--- config.mk ---
export PLATFORM = sky130hd
export DESIGN_NAME = inst_cache_ctrl_flat
export DESIGN_NICKNAME = d
export VERILOG_FILES = /design/src/rtl/inst_cache_ctrl_if.sv /design/src/rtl/inst_cache_ctrl.sv /design/src/flat_wrapper.sv
export SDC_FILE = /design/constraint.sdc
export NUM_CORES = 1
export LEC_CHECK = 0
export BUFFER_PORTS_ARGS = -buffer_cell sky130_fd_sc_hd__buf_2
export CORE_AREA = 2 2 288 290
export CTS_CLUSTER_SIZE = 25
export DETAILED_ROUTE_END_ITERATION = 10
export DIE_AREA = 0 0 290 292
export GPL_TIMING_DRIVEN = 0
export SETUP_SLACK_MARGIN = 0.4
export SYNTH_ARGS = -nofsm -noshare
export SYNTH_HDL_FRONTEND = slang
export SYNTH_SLANG_ARGS = --single-unit
--- constraint.sdc ---
create_clock -name clk0 -period 3.3 [get_ports clk0]
set_input_delay 0.495 -clock clk0 [delete_from_list [all_inputs] [get_ports clk0]]
set_output_delay 0.495 -clock clk0 [all_outputs]
set_load 0.005 [all_outputs]
--- src/rtl/inst_cache_ctrl_if.sv ---
// Bus bundle for the instruction cache controller: fetch port (ufp),
// memory/arbiter port (dfp) and the external flip-flop array port.
// master = controller view, slave = environment (fetch, arbiter, arrays).
interface inst_cache_ctrl_if #(
  parameter int S_INDEX = 4,
  parameter int TAG_W   = 32 - 5 - S_INDEX
);
  // fetch side
  logic               ufp_req;
  logic [31:0]        ufp_addr;
  logic               ufp_ready;
  logic               ufp_resp;
  logic [31:0]        ufp_rdata;
  // memory side
  logic               dfp_read;
  logic [31:0]        dfp_addr;
  logic               dfp_rvalid;
  logic [63:0]        dfp_rdata;
  // array side
  logic               arr_csb;
  logic               arr_web;
  logic [S_INDEX-1:0] arr_addr;
  logic [TAG_W-1:0]   arr_tag_din;
  logic               arr_valid_din;
  logic [255:0]       arr_data_din;
  logic [TAG_W-1:0]   arr_tag_dout;
  logic               arr_valid_dout;
  logic [255:0]       arr_data_dout;

  modport master (
    input  ufp_req, ufp_addr, dfp_rvalid, dfp_rdata,
           arr_tag_dout, arr_valid_dout, arr_data_dout,
    output ufp_ready, ufp_resp, ufp_rdata, dfp_read, dfp_addr,
           arr_csb, arr_web, arr_addr, arr_tag_din, arr_valid_din, arr_data_din
  );

  modport slave (
    output ufp_req, ufp_addr, dfp_rvalid, dfp_rdata,
           arr_tag_dout, arr_valid_dout, arr_data_dout,
    input  ufp_ready, ufp_resp, ufp_rdata, dfp_read, dfp_addr,
           arr_csb, arr_web, arr_addr, arr_tag_din, arr_valid_din, arr_data_din
  );
endinterface

--- src/rtl/inst_cache_ctrl.sv ---
// Direct-mapped instruction cache controller (32-byte lines, 4 x 64-bit refill).
// Optional feature macro: INST_CACHE_FLUSH_EN adds a flush input and a FLUSH
// state that invalidates every set, one per cycle.
// Array controls are combinational so the array captures the index on the same
// edge a request is accepted, giving a one-cycle hit latency.
module inst_cache_ctrl #(
  parameter int S_INDEX = 4,
  parameter int TAG_W   = 32 - 5 - S_INDEX
) (
  input  logic clk0,
  input  logic rst0_n,
`ifdef INST_CACHE_FLUSH_EN
  input  logic flush,
`endif
  inst_cache_ctrl_if.master bus
);

`ifdef INST_CACHE_FLUSH_EN
  typedef enum logic [2:0] {
    IDLE    = 3'd0,
    COMPARE = 3'd1,
    REFILL  = 3'd2,
    WRITE   = 3'd3,
    FLUSH   = 3'd4
  } state_t;
`else
  typedef enum logic [2:0] {
    IDLE    = 3'd0,
    COMPARE = 3'd1,
    REFILL  = 3'd2,
    WRITE   = 3'd3
  } state_t;
`endif

  state_t             state_r, state_nxt;
  logic [31:2]        addr_r;      // latched word address of the request in flight
  logic [1:0]         cnt_r;       // refill beat counter
  logic [255:0]       line_r;      // refill line buffer
  logic               stale_r;     // array holds a different set than addr_r
  logic               stale_nxt;
  logic               addr_ld;

  logic [TAG_W-1:0]   addr_tag;
  logic [S_INDEX-1:0] addr_idx;
  logic [S_INDEX-1:0] req_idx;
  logic               hit;
  logic               beat_ok;

  logic               ready_c, resp_c, dfp_read_c, csb_c, web_c, valid_din_c;
  logic [31:0]        rdata_c;
  logic [S_INDEX-1:0] arr_addr_c;
  logic [TAG_W-1:0]   tag_din_c;
  logic [255:0]       data_din_c;

  logic               unused_addr_lsb;
  assign unused_addr_lsb = ^bus.ufp_addr[1:0];

`ifdef INST_CACHE_FLUSH_EN
  logic [S_INDEX-1:0] flush_idx_r;
`endif

  // Select one 32-bit word of a line by word offset.
  function automatic logic [31:0] pick_word(input logic [255:0] line, input logic [2:0] w);
    return line[{w, 5'd0} +: 32];
  endfunction

  assign addr_tag = addr_r[31:5+S_INDEX];
  assign addr_idx = addr_r[4+S_INDEX:5];
  assign req_idx  = bus.ufp_addr[4+S_INDEX:5];
  assign hit      = bus.arr_valid_dout && (bus.arr_tag_dout == addr_tag);
  assign beat_ok  = (state_r == REFILL) && bus.dfp_rvalid;

  // State register, request latch, beat counter and stale-read flag.
  always_ff @(posedge clk0 or negedge rst0_n) begin
    if (!rst0_n) begin
      state_r <= IDLE;
      addr_r  <= 30'd0;
      cnt_r   <= 2'd0;
      stale_r <= 1'b0;
    end else begin
      state_r <= state_nxt;
      stale_r <= stale_nxt;
      if (addr_ld) begin
        addr_r <= bus.ufp_addr[31:2];
      end
      if (beat_ok) begin
        cnt_r <= cnt_r + 2'd1;
      end
    end
  end

  // Line buffer collects refill beats in ascending order; contents need no reset.
  always_ff @(posedge clk0) begin
    if (beat_ok) begin
      line_r[{cnt_r, 6'd0} +: 64] <= bus.dfp_rdata;
    end
  end

`ifdef INST_CACHE_FLUSH_EN
  // Flush sweep index, held at zero outside FLUSH.
  always_ff @(posedge clk0 or negedge rst0_n) begin
    if (!rst0_n) begin
      flush_idx_r <= '0;
    end else if (state_r == FLUSH) begin
      flush_idx_r <= flush_idx_r + {{(S_INDEX-1){1'b0}}, 1'b1};
    end else begin
      flush_idx_r <= '0;
    end
  end
`endif

  // Next-state and output decode.
  always_comb begin
    state_nxt   = state_r;
    stale_nxt   = stale_r;
    addr_ld     = 1'b0;
    ready_c     = 1'b0;
    resp_c      = 1'b0;
    rdata_c     = 32'd0;
    dfp_read_c  = 1'b0;
    csb_c       = 1'b1;
    web_c       = 1'b1;
    arr_addr_c  = addr_idx;
    tag_din_c   = addr_tag;
    valid_din_c = 1'b0;
    data_din_c  = line_r;
    case (state_r)
      IDLE: begin
`ifdef INST_CACHE_FLUSH_EN
        if (flush) begin
          state_nxt = FLUSH;
        end else
`endif
        if (bus.ufp_req && rst0_n) begin
          ready_c    = 1'b1;
          addr_ld    = 1'b1;
          csb_c      = 1'b0;
          arr_addr_c = req_idx;
          stale_nxt  = 1'b0;
          state_nxt  = COMPARE;
        end else begin
          ready_c = 1'b1;
        end
      end
      COMPARE: begin
        if (stale_r) begin
          // request accepted during WRITE for another set: read its set now
          csb_c     = 1'b0;
          stale_nxt = 1'b0;
        end else if (hit) begin
          resp_c  = 1'b1;
          rdata_c = pick_word(bus.arr_data_dout, addr_r[4:2]);
          ready_c = 1'b1;
          if (bus.ufp_req) begin
            addr_ld    = 1'b1;
            csb_c      = 1'b0;
            arr_addr_c = req_idx;
          end else begin
            state_nxt = IDLE;
          end
        end else begin
          dfp_read_c = 1'b1;
          state_nxt  = REFILL;
        end
      end
      REFILL: begin
        dfp_read_c = 1'b1;
        if (beat_ok && (cnt_r == 2'd3)) begin
          state_nxt = WRITE;
        end else begin
          state_nxt = REFILL;
        end
      end
      WRITE: begin
        csb_c       = 1'b0;
        web_c       = 1'b0;
        valid_din_c = 1'b1;
        resp_c      = 1'b1;
        rdata_c     = pick_word(line_r, addr_r[4:2]);
        ready_c     = 1'b1;
        if (bus.ufp_req) begin
          addr_ld   = 1'b1;
          stale_nxt = (req_idx != addr_idx);
          state_nxt = COMPARE;
        end else begin
          state_nxt = IDLE;
        end
      end
`ifdef INST_CACHE_FLUSH_EN
      FLUSH: begin
        csb_c       = 1'b0;
        web_c       = 1'b0;
        arr_addr_c  = flush_idx_r;
        tag_din_c   = '0;
        valid_din_c = 1'b0;
        data_din_c  = 256'd0;
        if (flush_idx_r == {S_INDEX{1'b1}}) begin
          state_nxt = IDLE;
        end else begin
          state_nxt = FLUSH;
        end
      end
`endif
      default: begin
        state_nxt = IDLE;
      end
    endcase
  end

  assign bus.ufp_ready     = ready_c;
  assign bus.ufp_resp      = resp_c;
  assign bus.ufp_rdata     = rdata_c;
  assign bus.dfp_read      = dfp_read_c;
  assign bus.dfp_addr      = {addr_tag, addr_idx, 5'd0};
  assign bus.arr_csb       = csb_c;
  assign bus.arr_web       = web_c;
  assign bus.arr_addr      = arr_addr_c;
  assign bus.arr_tag_din   = tag_din_c;
  assign bus.arr_valid_din = valid_din_c;
  assign bus.arr_data_din  = data_din_c;

endmodule

--- src/flat_wrapper.sv ---
// flat-port wrapper written by rule: the top's interface ports become plain ports
module inst_cache_ctrl_flat 
#(
  parameter int S_INDEX = 4,
  parameter int TAG_W   = 32 - 5 - S_INDEX
)
  (clk0, rst0_n, bus_ufp_req, bus_ufp_addr, bus_dfp_rvalid, bus_dfp_rdata, bus_arr_tag_dout, bus_arr_valid_dout, bus_arr_data_dout, bus_ufp_ready, bus_ufp_resp, bus_ufp_rdata, bus_dfp_read, bus_dfp_addr, bus_arr_csb, bus_arr_web, bus_arr_addr, bus_arr_tag_din, bus_arr_valid_din, bus_arr_data_din);
  inst_cache_ctrl_if #(.S_INDEX(S_INDEX), .TAG_W(TAG_W)) bus_i ();
  input  logic clk0;
  input  logic rst0_n;
  input wire logic [$bits(bus_i.ufp_req)-1:0] bus_ufp_req;
  input wire logic [$bits(bus_i.ufp_addr)-1:0] bus_ufp_addr;
  input wire logic [$bits(bus_i.dfp_rvalid)-1:0] bus_dfp_rvalid;
  input wire logic [$bits(bus_i.dfp_rdata)-1:0] bus_dfp_rdata;
  input wire logic [$bits(bus_i.arr_tag_dout)-1:0] bus_arr_tag_dout;
  input wire logic [$bits(bus_i.arr_valid_dout)-1:0] bus_arr_valid_dout;
  input wire logic [$bits(bus_i.arr_data_dout)-1:0] bus_arr_data_dout;
  output wire logic [$bits(bus_i.ufp_ready)-1:0] bus_ufp_ready;
  output wire logic [$bits(bus_i.ufp_resp)-1:0] bus_ufp_resp;
  output wire logic [$bits(bus_i.ufp_rdata)-1:0] bus_ufp_rdata;
  output wire logic [$bits(bus_i.dfp_read)-1:0] bus_dfp_read;
  output wire logic [$bits(bus_i.dfp_addr)-1:0] bus_dfp_addr;
  output wire logic [$bits(bus_i.arr_csb)-1:0] bus_arr_csb;
  output wire logic [$bits(bus_i.arr_web)-1:0] bus_arr_web;
  output wire logic [$bits(bus_i.arr_addr)-1:0] bus_arr_addr;
  output wire logic [$bits(bus_i.arr_tag_din)-1:0] bus_arr_tag_din;
  output wire logic [$bits(bus_i.arr_valid_din)-1:0] bus_arr_valid_din;
  output wire logic [$bits(bus_i.arr_data_din)-1:0] bus_arr_data_din;
  assign bus_i.ufp_req = bus_ufp_req;
  assign bus_i.ufp_addr = bus_ufp_addr;
  assign bus_i.dfp_rvalid = bus_dfp_rvalid;
  assign bus_i.dfp_rdata = bus_dfp_rdata;
  assign bus_i.arr_tag_dout = bus_arr_tag_dout;
  assign bus_i.arr_valid_dout = bus_arr_valid_dout;
  assign bus_i.arr_data_dout = bus_arr_data_dout;
  assign bus_ufp_ready = bus_i.ufp_ready;
  assign bus_ufp_resp = bus_i.ufp_resp;
  assign bus_ufp_rdata = bus_i.ufp_rdata;
  assign bus_dfp_read = bus_i.dfp_read;
  assign bus_dfp_addr = bus_i.dfp_addr;
  assign bus_arr_csb = bus_i.arr_csb;
  assign bus_arr_web = bus_i.arr_web;
  assign bus_arr_addr = bus_i.arr_addr;
  assign bus_arr_tag_din = bus_i.arr_tag_din;
  assign bus_arr_valid_din = bus_i.arr_valid_din;
  assign bus_arr_data_din = bus_i.arr_data_din;
  inst_cache_ctrl #(.S_INDEX(S_INDEX), .TAG_W(TAG_W)) u_core (.clk0(clk0), .rst0_n(rst0_n), .bus(bus_i));
endmodule
# Word-level counts from Yosys, hierarchy flattened
# Index checks and enable logic that the tools add are counted.
dict set report word_totals {
  mem_bits_rw 0
  output_inout_bits 353
  mem_bits_ro 0
  latchBits 0
  input_bits 380
  mem_count 0
  wordCells 68
  regBits 292
}
dict set report classes {
  reduce_logical 9
  mul 0
  addsub 2
  n_lt_le_gt_ge 0
  n_bitwise 0
  n_eq_ne 10
  mux 38
  n_div 0
  shifts 4
}
# op n
set ops {}
lappend ops {{$shiftx A256 B9 Y32} 2}
lappend ops {{$bwmux W256} 1}
lappend ops {{$shift A64 B10 Y256 const A} 1}
lappend ops {{$shiftx A64 B10 Y256} 1}
lappend ops {{$mux W32} 2}
lappend ops {{$pmux W32 S2} 1}
lappend ops {{$eq A23 B23 Y1} 1}
lappend ops {{$mux W1} 18}
lappend ops {{$mux W4} 4}
lappend ops {{$mux W3} 4}
lappend ops {{$pmux W3 S4} 1}
lappend ops {{$neg A8 Y10} 1}
lappend ops {{$pmux W1 S3} 3}
lappend ops {{$pmux W4 S2} 1}
lappend ops {{$eq A3 B2 Y1 const B} 2}
lappend ops {{$pmux W1 S2} 3}
lappend ops {{$reduce_and A3 Y1} 2}
lappend ops {{$logic_and A1 B1 Y1} 4}
lappend ops {{$ne A2 B2 Y1 const B} 2}
lappend ops {{$ne A4 B4 Y1} 1}
lappend ops {{$eq A3 B1 Y1 const B} 1}
lappend ops {{$logic_not A3 Y1} 1}
lappend ops {{$ne A3 B3 Y1 const B} 1}
lappend ops {{$reduce_bool A3 Y1} 1}
lappend ops {{4 further kinds} 4}

# Depth between registers and ports, before layout
dict set report logic_depth {
  word_depth 5
  ltp_mapped 8
}

# Least setup slack after synthesis
# No wires, ideal clock.
dict set report synth_path {
  path_type {register -> register}
  from {register u_core.state_r[0]}
  to {register u_core.line_r[0] (netlist: u_core.bus.arr_data_din[0]) (enable)}
  period_less_slack_ns 2.923
  arrival_ns 2.494
  setup_slack_ns 0.377
  stages_incl_launch_ff 5
  setup_time_ns 0.429
  path_cell_list {dfrtp_1 inv_1 ha_1 clkbuf_1 and3_1}
}
dict set report synth_between {
  elab_chain_len 2
}
# element line
set synth_rtl {}
lappend synth_rtl {{start, declared} inst_cache_ctrl.sv:35} ;# state_t state_r, state_nxt;
lappend synth_rtl {{start signal, assigned} inst_cache_ctrl.sv:81} ;# state_r <= state_nxt;
lappend synth_rtl {{$eq A3 B2 Y1} inst_cache_ctrl.sv:71} ;# assign beat_ok = (state_r == REFILL) && bus.dfp_rvalid;
lappend synth_rtl {{$logic_and A1 B1 Y1} inst_cache_ctrl.sv:71}
lappend synth_rtl {{end signal, assigned by index} inst_cache_ctrl.sv:95} ;# line_r[{cnt_r, 6'd0} +: 64] <= bus.dfp_rdata;
lappend synth_rtl {{end, declared} inst_cache_ctrl.sv:38} ;# logic [255:0] line_r;
# No other way between the ends.
# A chain may end at the register's enable or synchronous reset.

# Worst setup path after layout
dict set report layout_path {
  from {register u_core.addr_r[22] in the netlist's numbering}
  to {output port bus_ufp_rdata[22]}
}
dict set report layout_between {
  elab_chain_len 5
}
# element line
set layout_rtl {}
lappend layout_rtl {{start, declared} inst_cache_ctrl.sv:36} ;# logic [31:2] addr_r;
lappend layout_rtl {{start signal, assigned} inst_cache_ctrl.sv:84} ;# addr_r <= bus.ufp_addr[31:2];
lappend layout_rtl {{$eq A23 B23 Y1} inst_cache_ctrl.sv:70} ;# assign hit = bus.arr_valid_dout && (bus.arr_tag_dout == addr_tag);
lappend layout_rtl {{$logic_and A1 B1 Y1} inst_cache_ctrl.sv:70}
lappend layout_rtl {{$mux W32} inst_cache_ctrl.sv:150} ;# end else if (hit) begin
lappend layout_rtl {{$mux W32} inst_cache_ctrl.sv:146} ;# if (stale_r) begin
lappend layout_rtl {{$pmux W32 S2} inst_cache_ctrl.sv:127} ;# case (state_r)
lappend layout_rtl {{end, declared} flat_wrapper.sv:20} ;# output wire logic [$bits(bus_i.ufp_rdata)-1:0] bus_ufp_rdata;
# No other way between the ends.

==> flow_metrics.tcl <==
set metrics [dict create \
    grt_pass1_wl_mm 116 \
    synth_common_cells "and2_1, edfxtp_1, mux4_2, mux2i_1, buf_4" \
    crit_path_max_fanout 5 \
    htree_levels 2 \
    ir_worst_vdd_mv 0.429 \
    finalWirelength_mm 88.2 \
    hold_start "bus_ufp_addr[2]" \
    crit_path_max_incr_delay_ns 0.47 \
    overflow 0 \
    clkLatencyLatePin_ns 0.56 \
    worstHoldPathCells 2 \
    ios 733 \
    place.port_buffers 724 \
    gp_congestion 0.842 \
    fmax_mhz 318 \
    yosysUniqueCellTypes 41 \
    async_flop_share 0.120 \
    synth_top_area_share 0.480 \
    critical_path.cell_chain "xnor2_4, nand4_1, nor4_4, nand3_2, buf_6, buf_12, clkbuf_16, o22ai_4, buf_2" \
    antenna_found_initial 26 \
    hold_viol 0 \
    rows 105 \
    ys_top_cells_by_area "edfxtp_1, mux4_2, and2_1, dfrtp_1, mux2i_1" \
    drv_slew 0 \
    final_net_count 2266 \
    wire_per_inst_um 29.5 \
    pwr_density_cell_nw_per_um2 916 \
    yosysWarningCount 0 \
    crit_type "register to primary output" \
    synth_seq_cells 291 \
    cts_buffer_depth 3 \
    synth_flop_cell "edfxtp_1" \
    dr.first_iter.drc_count 972 \
    cp-end-kind "primary output" \
    cap_violations 0 \
    die_y_um 292 \
    grt_usage 0.200 \
    setup_viol 0 \
    core_area_sq_um 81600 \
    detail_route.vias_per_cell 4.52 \
    die_area_sq_um 84700 \
    syn_inst 1054 \
    relSlewSlack 0.376 \
    fin_ws_ns 0.151 \
    fin_skew_ns 0.0206 \
    worst_pin_slew_ns 0.936 \
    clk_pin_slew_ns 0.06 \
    yosysSeqAreaShare 0.535 \
    route.detailed.drc 0 \
    first_pass_iters 5 \
    numCtsBuffers 38 \
    hold_end "u_core.addr_r[2]" \
    status "finished, final reports clean" \
    reg2regPathDepth 6 \
    yosysMostFrequentCell "and2_1" \
    grt_max_degree 42 \
    rrSetupSlack_ns 0.53 \
    hold_path_class "primary input to register" \
    synth.avg_cell_area_sq_um 15.2 \
    cp_data_required_time_ns 2.80 \
    design_area_sq_um 24100 \
    startpoint_type "register" \
    num_vias 13500 \
    syn2layout_area_growth_pct 50.5 \
    post-route-period-util 0.954 \
    leakagePower_nw 10.2 \
    antenna_left 0 \
    first_global_vias 13800 \
    dp_hpwl_mm 65.2 \
    min_period_ns 3.15 \
    synth_area_sq_um 16000 \
    synth_edf_count 256 \
    drive_above_1_share 0.639 \
    die_w_um 290 \
    synth_top_cell_by_area "edfxtp_1" \
    rsz0062_at_grt "true" \
    r2r_start "u_core.cnt_r[0]" \
    cp.arrival_ns 2.65 \
    clock-sinks 291 \
    cts_tree "built" \
    start_util 0.196 \
    timing.rr.end "u_core.bus.arr_data_din[158]" \
    postPlaceCellArea_sq_um 21200 \
    slowest_stage "dfrtp_2" \
    clockRootBuffer "clkbuf_16" \
    pre_cts_ws_ns -0.687 \
]
==> worst max-delay path by stage <==
stage                                    from                           end  slack (ns)  cells after the start
after CTS                   u_core.addr_r[10]             bus_ufp_rdata[22]        0.09                     10
after detailed placement  bus_arr_tag_dout[1]             bus_ufp_rdata[18]       -0.69                      8
after global placement        u_core.cnt_r[0]  u_core.bus.arr_data_din[162]       -2.28                      5
after global routing        u_core.addr_r[22]             bus_ufp_rdata[22]        0.07                      9
after floorplan             u_core.state_r[0]    u_core.bus.arr_data_din[0]        1.08                      4
final                       u_core.addr_r[22]             bus_ufp_rdata[22]        0.15                      9
==> area by class of cell <==
type / count / area (sq um)
fillers: 8338 / 57500
flip-flops and latches: 291 / 8580
multi-input cells: 633 / 7400
plain buffers: 127 / 1170
clock inverters: 26 / 231
diodes: 10 / 25.0
well taps: 1070 / 1340
inverters: 7 / 27.5
clock buffers: 43 / 970
repair buffers: 778 / 4380
==> per-layer routing <==
metal,global-route usage,vias up,part of all wire
li1,-,5664,-
met1,0.258,6885,0.41
met2,0.334,799,0.48
met3,0.0377,146,0.074
met4,0.0730,6,0.039
met5,0,-,0.00045
==> cells by family (layout without fill, tap and decap cells) <==
kind of cell               after synthesis  in the layout  share of synthesized area
AOI/OAI and AO/OA                       59             59                     0.0252
DFF                                    291            291                      0.535
muxes                                  229            229                      0.253
and+or+nand+nor                        302            302                      0.117
buffers and inverters                  134            981                     0.0467
xor gates and xnor gates                28             28                     0.0153
adders and majority gates               10             10                    0.00781
other                                    1             15                   0.000234
==> registers in the layout, summed over array words and instances (netlist names) <==
| name | count |
|---|---|
| u_core.addr_r | 30 |
| u_core.stale_r | 1 |
| u_core.bus.arr_data_din | 256 |
| u_core.cnt_r | 2 |
| u_core.state_r | 2 |
==> critical path: cells and delay by family, from the launching register on <==
kind,cells,cell delay (ns)
AO/OA/AOI/OAI,1,0.15
XOR/XNOR,1,0.21
flip-flops,1,0.47
AND/OR/NAND/NOR,3,0.66
buffers and inverters,4,0.61
==> placed cells by master (no fill, tap or decap), types with 8 or more instances in the layout <==
cell,n
buf_12,12
o22ai_2,20
buf_2,733
xnor2_2,12
mux2i_1,42
diode_2,10
mux2i_4,11
nand4_1,9
edfxtp_1,256
buf_16,9
ha_1,10
mux2i_2,13
clkbuf_2,9
mux4_2,128
clkbuf_4,19
clkbuf_1,9
clkinv_2,10
dfrtp_2,11
clkbuf_16,46
buf_6,19
mux2_4,30
buf_4,82
xnor2_1,8
and2_1,261
dfrtp_1,24
==> stage by stage <==
| step | hold slack [ns] | total power [W] | utilization | setup TNS (ns) | cells |
|---|---|---|---|---|---|
| after floorplan | 0.199 | 0.0111 | - | 0 | 1058 |
| after global placement | 0.572 | 0.0162 | 0.257 | -390.20 | 2852 |
| after detailed placement | 0.573 | 0.0164 | 0.260 | -16.29 | 2860 |
| after CTS | 0.130 | 0.0218 | 0.290 | 0 | 2961 |
| after global routing | 0.149 | 0.0231 | 0.295 | 0 | 2976 |
| final | 0.176 | 0.0221 | 0.296 | 0 | 2985 |
==> power breakdown <==
| group | switching, W | internal (W) |
|---|---|---|
| combinational | 0.00672 | 0.00576 |
| sequential | 0.000567 | 0.00493 |
| clock | 0.00174 | 0.00236 |
| total | 0.00903 | 0.0131 |
==> repair_timing <==
action,4_1_cts,5_1_grt
endpoints found under the setup margin,221,129
gates resized for setup,228,77
gates cloned,4,1
hold buffers,2,0
buffers inserted,26,13
pin swaps,14,16
hold endpoints to repair,35,0
No activity file was read; power rests on OpenSTA's default activity.
